--- src/rtl/mem_copy_engine_if.sv ---
// mem_copy_engine_if: bundles the copy engine's job-control and RAM-port signals.
//   Job control : start, mode, abort, src_addr, dst_addr, len, fill_val (to engine)
//                 busy, done (from engine)
//   RAM port    : mem_addr, mem_data, mem_we (from engine), mem_q (to engine)
//   master : host / RAM side that drives job requests and read data
//   slave  : the engine itself
interface mem_copy_engine_if #(
  parameter int unsigned ADDR_W = 16,
  parameter int unsigned DATA_W = 8
);
  logic              start;
  logic              mode;
  logic              abort;
  logic [ADDR_W-1:0] src_addr;
  logic [ADDR_W-1:0] dst_addr;
  logic [ADDR_W-1:0] len;
  logic [DATA_W-1:0] fill_val;
  logic [DATA_W-1:0] mem_q;
  logic [ADDR_W-1:0] mem_addr;
  logic [DATA_W-1:0] mem_data;
  logic              mem_we;
  logic              busy;
  logic              done;

  modport master (
    output start, mode, abort, src_addr, dst_addr, len, fill_val, mem_q,
    input  mem_addr, mem_data, mem_we, busy, done
  );

  modport slave (
    input  start, mode, abort, src_addr, dst_addr, len, fill_val, mem_q,
    output mem_addr, mem_data, mem_we, busy, done
  );
endinterface

--- src/rtl/mem_copy_engine.sv ---
// mem_copy_engine: drives one port of a synchronous RAM (registered read data,
// one cycle latency) to perform memmove-style block copy or block fill.
//   clk  : single clock, posedge
//   rst  : synchronous active-high reset
//   bus  : mem_copy_engine_if.slave -- job request (start/mode/abort/src/dst/len/
//          fill_val), status (busy/done pulse) and RAM port (mem_addr/mem_data/
//          mem_we out, mem_q in)
// RAM port outputs are decoded from registered state only; mem_q passes straight
// through to mem_data during a copy write.
module mem_copy_engine #(
  parameter int unsigned ADDR_W = 16,
  parameter int unsigned DATA_W = 8
) (
  input logic              clk,
  input logic              rst,
  mem_copy_engine_if.slave bus
);

  localparam logic [1:0] ST_IDLE = 2'd0;
  localparam logic [1:0] ST_RD   = 2'd1;
  localparam logic [1:0] ST_WR   = 2'd2;

  logic [1:0]        state_q, state_d;
  logic [ADDR_W-1:0] src_q, src_d;
  logic [ADDR_W-1:0] dst_q, dst_d;
  logic [ADDR_W-1:0] rem_q, rem_d;
  logic              mode_q, mode_d;
  logic              desc_q, desc_d;
  logic [DATA_W-1:0] fill_q, fill_d;
  logic              done_q, done_d;
  logic [ADDR_W-1:0] step_c;

  // Pointer increment: all-ones is -1 modulo 2^ADDR_W, so both directions wrap silently.
  assign step_c = desc_q ? {ADDR_W{1'b1}} : ADDR_W'(1);

  // State and job registers.
  always_ff @(posedge clk) begin
    if (rst) begin
      state_q <= ST_IDLE;
      src_q   <= '0;
      dst_q   <= '0;
      rem_q   <= '0;
      mode_q  <= 1'b0;
      desc_q  <= 1'b0;
      fill_q  <= '0;
      done_q  <= 1'b0;
    end else begin
      state_q <= state_d;
      src_q   <= src_d;
      dst_q   <= dst_d;
      rem_q   <= rem_d;
      mode_q  <= mode_d;
      desc_q  <= desc_d;
      fill_q  <= fill_d;
      done_q  <= done_d;
    end
  end

  // Next-state and job bookkeeping.
  always_comb begin
    state_d = state_q;
    src_d   = src_q;
    dst_d   = dst_q;
    rem_d   = rem_q;
    mode_d  = mode_q;
    desc_d  = desc_q;
    fill_d  = fill_q;
    done_d  = 1'b0;
    case (state_q)
      ST_IDLE: begin
        if (bus.start) begin
          if (bus.len == '0) begin
            done_d = 1'b1;
          end else begin
            mode_d = bus.mode;
            fill_d = bus.fill_val;
            rem_d  = bus.len;
            // Copy runs top-down when the destination sits above the source so
            // overlapping source bytes are read before being overwritten.
            desc_d = ~bus.mode & (bus.dst_addr > bus.src_addr);
            if (desc_d) begin
              src_d = bus.src_addr + bus.len - ADDR_W'(1);
              dst_d = bus.dst_addr + bus.len - ADDR_W'(1);
            end else begin
              src_d = bus.src_addr;
              dst_d = bus.dst_addr;
            end
            state_d = bus.mode ? ST_WR : ST_RD;
          end
        end
      end
      ST_RD: begin
        state_d = bus.abort ? ST_IDLE : ST_WR;
      end
      ST_WR: begin
        src_d = src_q + step_c;
        dst_d = dst_q + step_c;
        rem_d = rem_q - ADDR_W'(1);
        if (bus.abort) begin
          state_d = ST_IDLE;
        end else if (rem_q == ADDR_W'(1)) begin
          state_d = ST_IDLE;
          done_d  = 1'b1;
        end else begin
          state_d = mode_q ? ST_WR : ST_RD;
        end
      end
      default: begin
        state_d = ST_IDLE;
      end
    endcase
  end

  // RAM port decode; everything is zero outside RD/WR.
  always_comb begin
    bus.mem_addr = '0;
    bus.mem_data = '0;
    bus.mem_we   = 1'b0;
    case (state_q)
      ST_RD: begin
        bus.mem_addr = src_q;
      end
      ST_WR: begin
        bus.mem_addr = dst_q;
        bus.mem_we   = 1'b1;
        bus.mem_data = mode_q ? fill_q : bus.mem_q;
      end
      default: begin
      end
    endcase
  end

  assign bus.busy = (state_q != ST_IDLE);
  assign bus.done = done_q;

endmodule
--- src/flat_wrapper.sv ---
// flat-port wrapper written by rule: the top's interface ports become plain ports
module mem_copy_engine_flat 
#(
  parameter int unsigned ADDR_W = 16,
  parameter int unsigned DATA_W = 8
)
  (clk, rst, bus_start, bus_mode, bus_abort, bus_src_addr, bus_dst_addr, bus_len, bus_fill_val, bus_mem_q, bus_mem_addr, bus_mem_data, bus_mem_we, bus_busy, bus_done);
  mem_copy_engine_if #(.ADDR_W(ADDR_W), .DATA_W(DATA_W)) bus_i ();
  input logic clk;
  input logic rst;
  input wire logic [$bits(bus_i.start)-1:0] bus_start;
  input wire logic [$bits(bus_i.mode)-1:0] bus_mode;
  input wire logic [$bits(bus_i.abort)-1:0] bus_abort;
  input wire logic [$bits(bus_i.src_addr)-1:0] bus_src_addr;
  input wire logic [$bits(bus_i.dst_addr)-1:0] bus_dst_addr;
  input wire logic [$bits(bus_i.len)-1:0] bus_len;
  input wire logic [$bits(bus_i.fill_val)-1:0] bus_fill_val;
  input wire logic [$bits(bus_i.mem_q)-1:0] bus_mem_q;
  output wire logic [$bits(bus_i.mem_addr)-1:0] bus_mem_addr;
  output wire logic [$bits(bus_i.mem_data)-1:0] bus_mem_data;
  output wire logic [$bits(bus_i.mem_we)-1:0] bus_mem_we;
  output wire logic [$bits(bus_i.busy)-1:0] bus_busy;
  output wire logic [$bits(bus_i.done)-1:0] bus_done;
  assign bus_i.start = bus_start;
  assign bus_i.mode = bus_mode;
  assign bus_i.abort = bus_abort;
  assign bus_i.src_addr = bus_src_addr;
  assign bus_i.dst_addr = bus_dst_addr;
  assign bus_i.len = bus_len;
  assign bus_i.fill_val = bus_fill_val;
  assign bus_i.mem_q = bus_mem_q;
  assign bus_mem_addr = bus_i.mem_addr;
  assign bus_mem_data = bus_i.mem_data;
  assign bus_mem_we = bus_i.mem_we;
  assign bus_busy = bus_i.busy;
  assign bus_done = bus_i.done;
  mem_copy_engine #(.ADDR_W(ADDR_W), .DATA_W(DATA_W)) u_core (.clk(clk), .rst(rst), .bus(bus_i));
endmodule
--- config.mk ---
export PLATFORM = sky130hd
export DESIGN_NAME = mem_copy_engine_flat
export DESIGN_NICKNAME = d
export VERILOG_FILES = /design/src/rtl/mem_copy_engine_if.sv /design/src/rtl/mem_copy_engine.sv /design/src/flat_wrapper.sv
export SDC_FILE = /design/constraint.sdc
export NUM_CORES = 1
export LEC_CHECK = 0
export ABC_AREA = 0
export BUFFER_PORTS_ARGS = -buffer_cell sky130_fd_sc_hd__buf_2
export CORE_MARGIN = 2
export CORE_UTILIZATION = 53
export DETAILED_ROUTE_END_ITERATION = 10
export PLACE_DENSITY = 0.74
export SYNTH_ARGS = -nofsm -noshare
export SYNTH_HDL_FRONTEND = slang
export SYNTH_SLANG_ARGS = --single-unit
--- constraint.sdc ---
create_clock -name clk -period 9.21 [get_ports clk]
set_input_delay 0.921 -clock clk [delete_from_list [all_inputs] [get_ports clk]]
set_output_delay 0.921 -clock clk [all_outputs]
set_load 0.05 [all_outputs]
Word level (Yosys, flattened, before mapping)
Index checks and enable logic that the tools add are counted.
{ "totals": {"wordCells": 60, "out_inout_bits": 27, "reg_bits": 61} }
{ "classes": {"eq_ne": 5, "n_addsub": 7, "n_reduce_logical": 7, "order_cmp": 1, "bitwise": 3, "mux": 29} }
{ "op_table": {"columns": ["operator", "count"], "rows": [
  ["16-bit 2-to-1 mux", 9],
  ["16-bit case mux with 2 select lines", 4],
  ["16-bit adder", 4],
  ["16-bit by 1-bit subtractor with 16-bit output, second input constant", 3],
  ["16-bit by 1-bit == test with 1-bit output, second input constant", 1],
  ["16-bit greater-than comparator", 1],
  ["16-bit zero test", 1],
  ["8-bit 2-to-1 mux", 2],
  ["2-bit 2-to-1 mux", 7],
  ["2-bit case mux with 3 select lines", 1],
  ["3-bit AND reduction", 2],
  ["1-bit 2-to-1 mux", 5],
  ["2-bit inequality test, second input constant", 2],
  ["2-bit nonzero test", 2],
  ["2-bit by 1-bit == test with 1-bit output, second input constant", 1],
  ["2-bit == test, second input constant", 1],
  ["2-bit zero test", 1],
  ["1-bit inverter", 2],
  ["1-bit case mux with 2 select lines", 1],
  ["2-bit AND reduction", 1],
  ["1-bit bitwise AND", 1]
]} }

Logic depth before layout (Yosys ltp)
{ "logic_depth": {"ltp_word": 6, "mapped_depth": 15} }

Least setup slack after synthesis
OpenSTA, ideal clock, no wires.
{ "synth_path": {"kind": "reg-to-output", "from": "register u_core.state_q[0]", "to": "output port bus_mem_addr[12]", "setup_slack_ns": 5.686, "t_required_ns": 8.289, "path_buffers": 3, "path_stages_with_launch": 8, "arrival_ns": 2.603, "path_cell_list": "dfxtp_1 -> inv_1 -> ha_1 -> clkbuf_1 -> clkbuf_1 -> clkbuf_1 -> a22oi_1 -> nor2b_1"} }
{ "synth_via": {"elab_chain_len": 2, "elab_cells_between_ends": 3, "cone_classes": "eq/ne: 2; mux: 1"} }
{ "synth_rtl": {"columns": ["element", "line", "rtl"], "rows": [
  ["start: declaration", "mem_copy_engine.sv:23", "logic [1:0] state_q, state_d;"],
  ["start signal: assignment", "mem_copy_engine.sv:48", "state_q <= state_d;"],
  ["2-bit == test or 2-bit by 1-bit == test with 1-bit output (tied branches)", "mem_copy_engine.sv:119", "case (state_q)"],
  ["16-bit case mux with 2 select lines (*)", "mem_copy_engine.sv:119", null],
  ["end: declaration", "flat_wrapper.sv:19", "output wire logic [$bits(bus_i.mem_addr)-1:0] bus_mem_addr;"]
]} }
Mark *: on every way between the ends. The rest lies on a longest branch, timed or not.

Worst setup path in the final report
{ "layout_path": {"from": "input port bus_len[1]", "to": "register u_core.src_q[15]"} }
{ "layout_via": {"elab_chain_len": 6, "elab_cells_between_ends": 9, "cone_classes": "add/sub: 2; eq/ne: 1; mux: 4; reduce/logical: 2"} }
{ "layout_rtl": {"columns": ["element", "line", "rtl"], "rows": [
  ["start: declaration", "flat_wrapper.sv:16", "input wire logic [$bits(bus_i.len)-1:0] bus_len;"],
  ["16-bit adder", "mem_copy_engine.sv:82", "src_d = bus.src_addr + bus.len - ADDR_W'(1);"],
  ["16-bit by 1-bit subtractor with 16-bit output", "mem_copy_engine.sv:82", null],
  ["16-bit 2-to-1 mux", "mem_copy_engine.sv:81", "if (desc_d) begin"],
  ["16-bit 2-to-1 mux", "mem_copy_engine.sv:72", "if (bus.len == '0) begin"],
  ["16-bit 2-to-1 mux", "mem_copy_engine.sv:71", "if (bus.start) begin"],
  ["16-bit case mux with 2 select lines", "mem_copy_engine.sv:69", "case (state_q)"],
  ["end signal: assignment", "mem_copy_engine.sv:49", "src_q <= src_d;"],
  ["end: declaration", "mem_copy_engine.sv:24", "logic [ADDR_W-1:0] src_q, src_d;"]
]} }
Parallel ways exist; a longest one is shown, timed or not. The select of a mux whose other input is x is not followed.
A chain may end at the register's enable or synchronous reset.

==> metrics <==
status=completed; Setup crit start kind=input pin; Site Rows=between 40 and 50; share of post-route cells with drive strength above 1=0.1264; H-tree levels=3; Max-cap violations=0; TNS Setup=0 ps; Worst Path Arrival=about 4000 ps; TritonCTS clock tree=yes; First-pass DRT Iterations=6; port bufs=95; final WL=just over 20,000 um; Slew @ Worst Pin=~1000 ps; DIE HEIGHT=about 120 um; grt ovf=0; initial antenna violation count=0; crit end category=register; syn avg cell area=slightly above 7 um^2; Synth Flop Type=dfxtp_1; async set-reset flop share out of synthesis=0; vias in the first global route=between 6,000 and 7,000; commonest non-fill, non-tap cell in the layout=inv_1; area grow syn2layout=12.65%; Residual DRC=0; Crit Path Max Fanout=3; Net Count, Synth=1,199; crit share post-route=0.4037; DP Wirelength=~16,000 um; initial core utilization=0.5365; Yosys top cell area share=0.1836; RSZ-0062 raised after global routing=false; Global Route Usage Sum=0.2723; max_slew headroom=0.3025; commonest non-fill, non-tap cells in the layout=131 x inv_1, 107 x ha_1, 95 x nor2_1, 95 x buf_2, 85 x nand2_1; Root Buffer=clkbuf_16; Via density=5.860; PnR Total Power=between 1000 and 1500 uW; count of pins over their slew limit=0; Num CTS Buffers=9; fillers=1,322; # setup viols final=0; hold_buf cts=0; Mapped Cells=roughly 1,000; WP data required=between 9000 and 10,000 ps; clk sinks=61; Hold WC Path Type=reg -> reg; Core ar.=approximately 14,000 um^2; io pins=between 90 and 100; Post-Syn Area=around 7400 um^2; nets=approximately 1,300; worst vdd ir=0.09244 mV; Final Skew=between 4 and 5 ps; post-route ant nets=0; pwr/cell area=154.8 nW/um^2; Die Width=~120 um; Final Hold Fails=0; fmax=~270 MHz; Pleak=between 0.003 and 0.004 uW; CTS Buffer Depth=2; Tmin final=3718 ps; via count=roughly 7,500; drt first-iter violations=739; first-pass GRT wire length=about 32,000 um; largest net degree at the start of global routing=74; sequential-to-total area share from yosys stat=0.1659; Netlist cell types=67; Worst-path clk slew=50 ps; wire length per cell=16.05 um; later-pin clock latency in the skew report=330 ps; die area=between 10,000 and 15,000 um^2; n_diodes=0; Yosys reg bits=between 60 and 70; postcts setup bufs=0; synth warn=0; post-cts gate resize count=0; Synth area leader=ha_1; largest cells by area after synthesis=ha_1 18%, dfxtp_1 17%, inv_1 6.7%, a21oi_1 5.1%, nor2_1 4.8%; Post-synth EDFFs=0; kind of critical path=in -> reg; RD Place Congestion=~0.89
## sequential cells by signal, summed over array words and instances, names as in the netlist
name / count
u_core.bus.done: 1
u_core.desc_q: 1
u_core.fill_q: 8
u_core.state_q: 2
u_core.rem_q: 16
u_core.mode_q: 1
u_core.src_q: 16
u_core.dst_q: 16
## per-stage QoR
stage	std cells	setup WS (ps)	hold slack [ps]	area, um^2	utilization
final	1272	5492	473.3	8292	0.6044
after detailed placement	1256	5214	469.0	7965	0.5806
after floorplan	1018	5686	445.1	7361	-
after CTS	1272	5547	474.7	8292	0.6044
after global placement	1256	5262	462.1	7965	0.5806
after global routing	1272	5223	489.0	8292	0.6044
## synth_stat cells (all sizes together) (3+ instances only)
master and number:
a311oi 5, o32ai 3, nand4 7, nand2 86
nor2 95, nor2b 30, a211oi 24, buf 12
nand3 21, nor3 25, clkbuf 32, a211o 4
nand3b 4, a2111oi 7, o211ai 21, xnor2 25
o21bai 5, or2 4, dfxtp 61, o22ai 8
or4 3, a31oi 5, inv 131, fa 4
a21oi 76, ha 108, xor2 14, and3 4
a41oi 3, mux2i 23, mux2 4, a21o 17
a22oi 22, a221oi 3, o21a 9, nor4 7
nand2b 9, o31ai 7, or3 8, o21ai 58
## metal layers
layer  wire [um]  up-vias  track usage
li1            -     3746            -
met1       10000     3417       0.4061
met5           0        -            0
met2        8844      259       0.4085
met4         424        0      0.08118
met3        1142       32      0.03230
## kinds of logic (layout without fill, tap and decap cells)
group	Yosys count	in the layout	share of synthesized area
AOI/OAI and AO/OA	294	294	0.2681
xor gates and xnor gates	39	39	0.04641
adders and majority gates	112	112	0.1945
buffers and inverters	175	249	0.08958
DFF	61	61	0.1659
muxes	27	27	0.03740
and+or+nand+nor	310	310	0.1982
## worst max-delay path: stages
cell,delay [ps]
buf_2,100
inv_1,100
ha_1,240
inv_1,50
ha_1,160
inv_1,50
fa_1,380
nor2b_1,220
o2111ai_1,170
nand3_1,200
nand2_1,110
o211a_1,270
a211oi_1,290
a2111oi_0,130
a211oi_1,360
o32ai_1,150
## layout make-up
type	count	area, um^2	share of cell area
Clock inverter	4	70.07	0.008450
Multi-Input combinational cell	782	5499	0.6632
Sequential cell	61	1221	0.1473
Inverter	131	491.7	0.05930
Timing Repair Buffer	102	528.0	0.06368
Clock buffer	12	256.5	0.03093
Tap cell	180	225.2	0.02716
## worst paths after layout
kind,slack [ps],end,cells past startpoint,start
min reg2reg,470,u_core.dst_q[7]$_SDFFE_PP0P_,2,u_core.dst_q[7]$_SDFFE_PP0P_
min,470,u_core.dst_q[7]$_SDFFE_PP0P_,2,u_core.dst_q[7]$_SDFFE_PP0P_
max,5490,u_core.src_q[15]$_SDFFE_PP0P_,16,bus_len[1]
max reg2reg,5780,u_core.src_q[14]$_SDFFE_PP0P_,12,u_core.desc_q$_SDFFE_PP0P_
## report_power, final
| part | switching (uW) | internal, uW | leakage, uW | total [uW] |
|---|---|---|---|---|
| Combinational | 351 | 223 | 0.00326 | 574 |
| Clock | 122 | 251 | 0.000163 | 372 |
| Sequential | 36.5 | 301 | 0.000503 | 337 |
| Total | 509 | 775 | 0.00392 | 1280 |
Power figures use the tool's default switching activity.
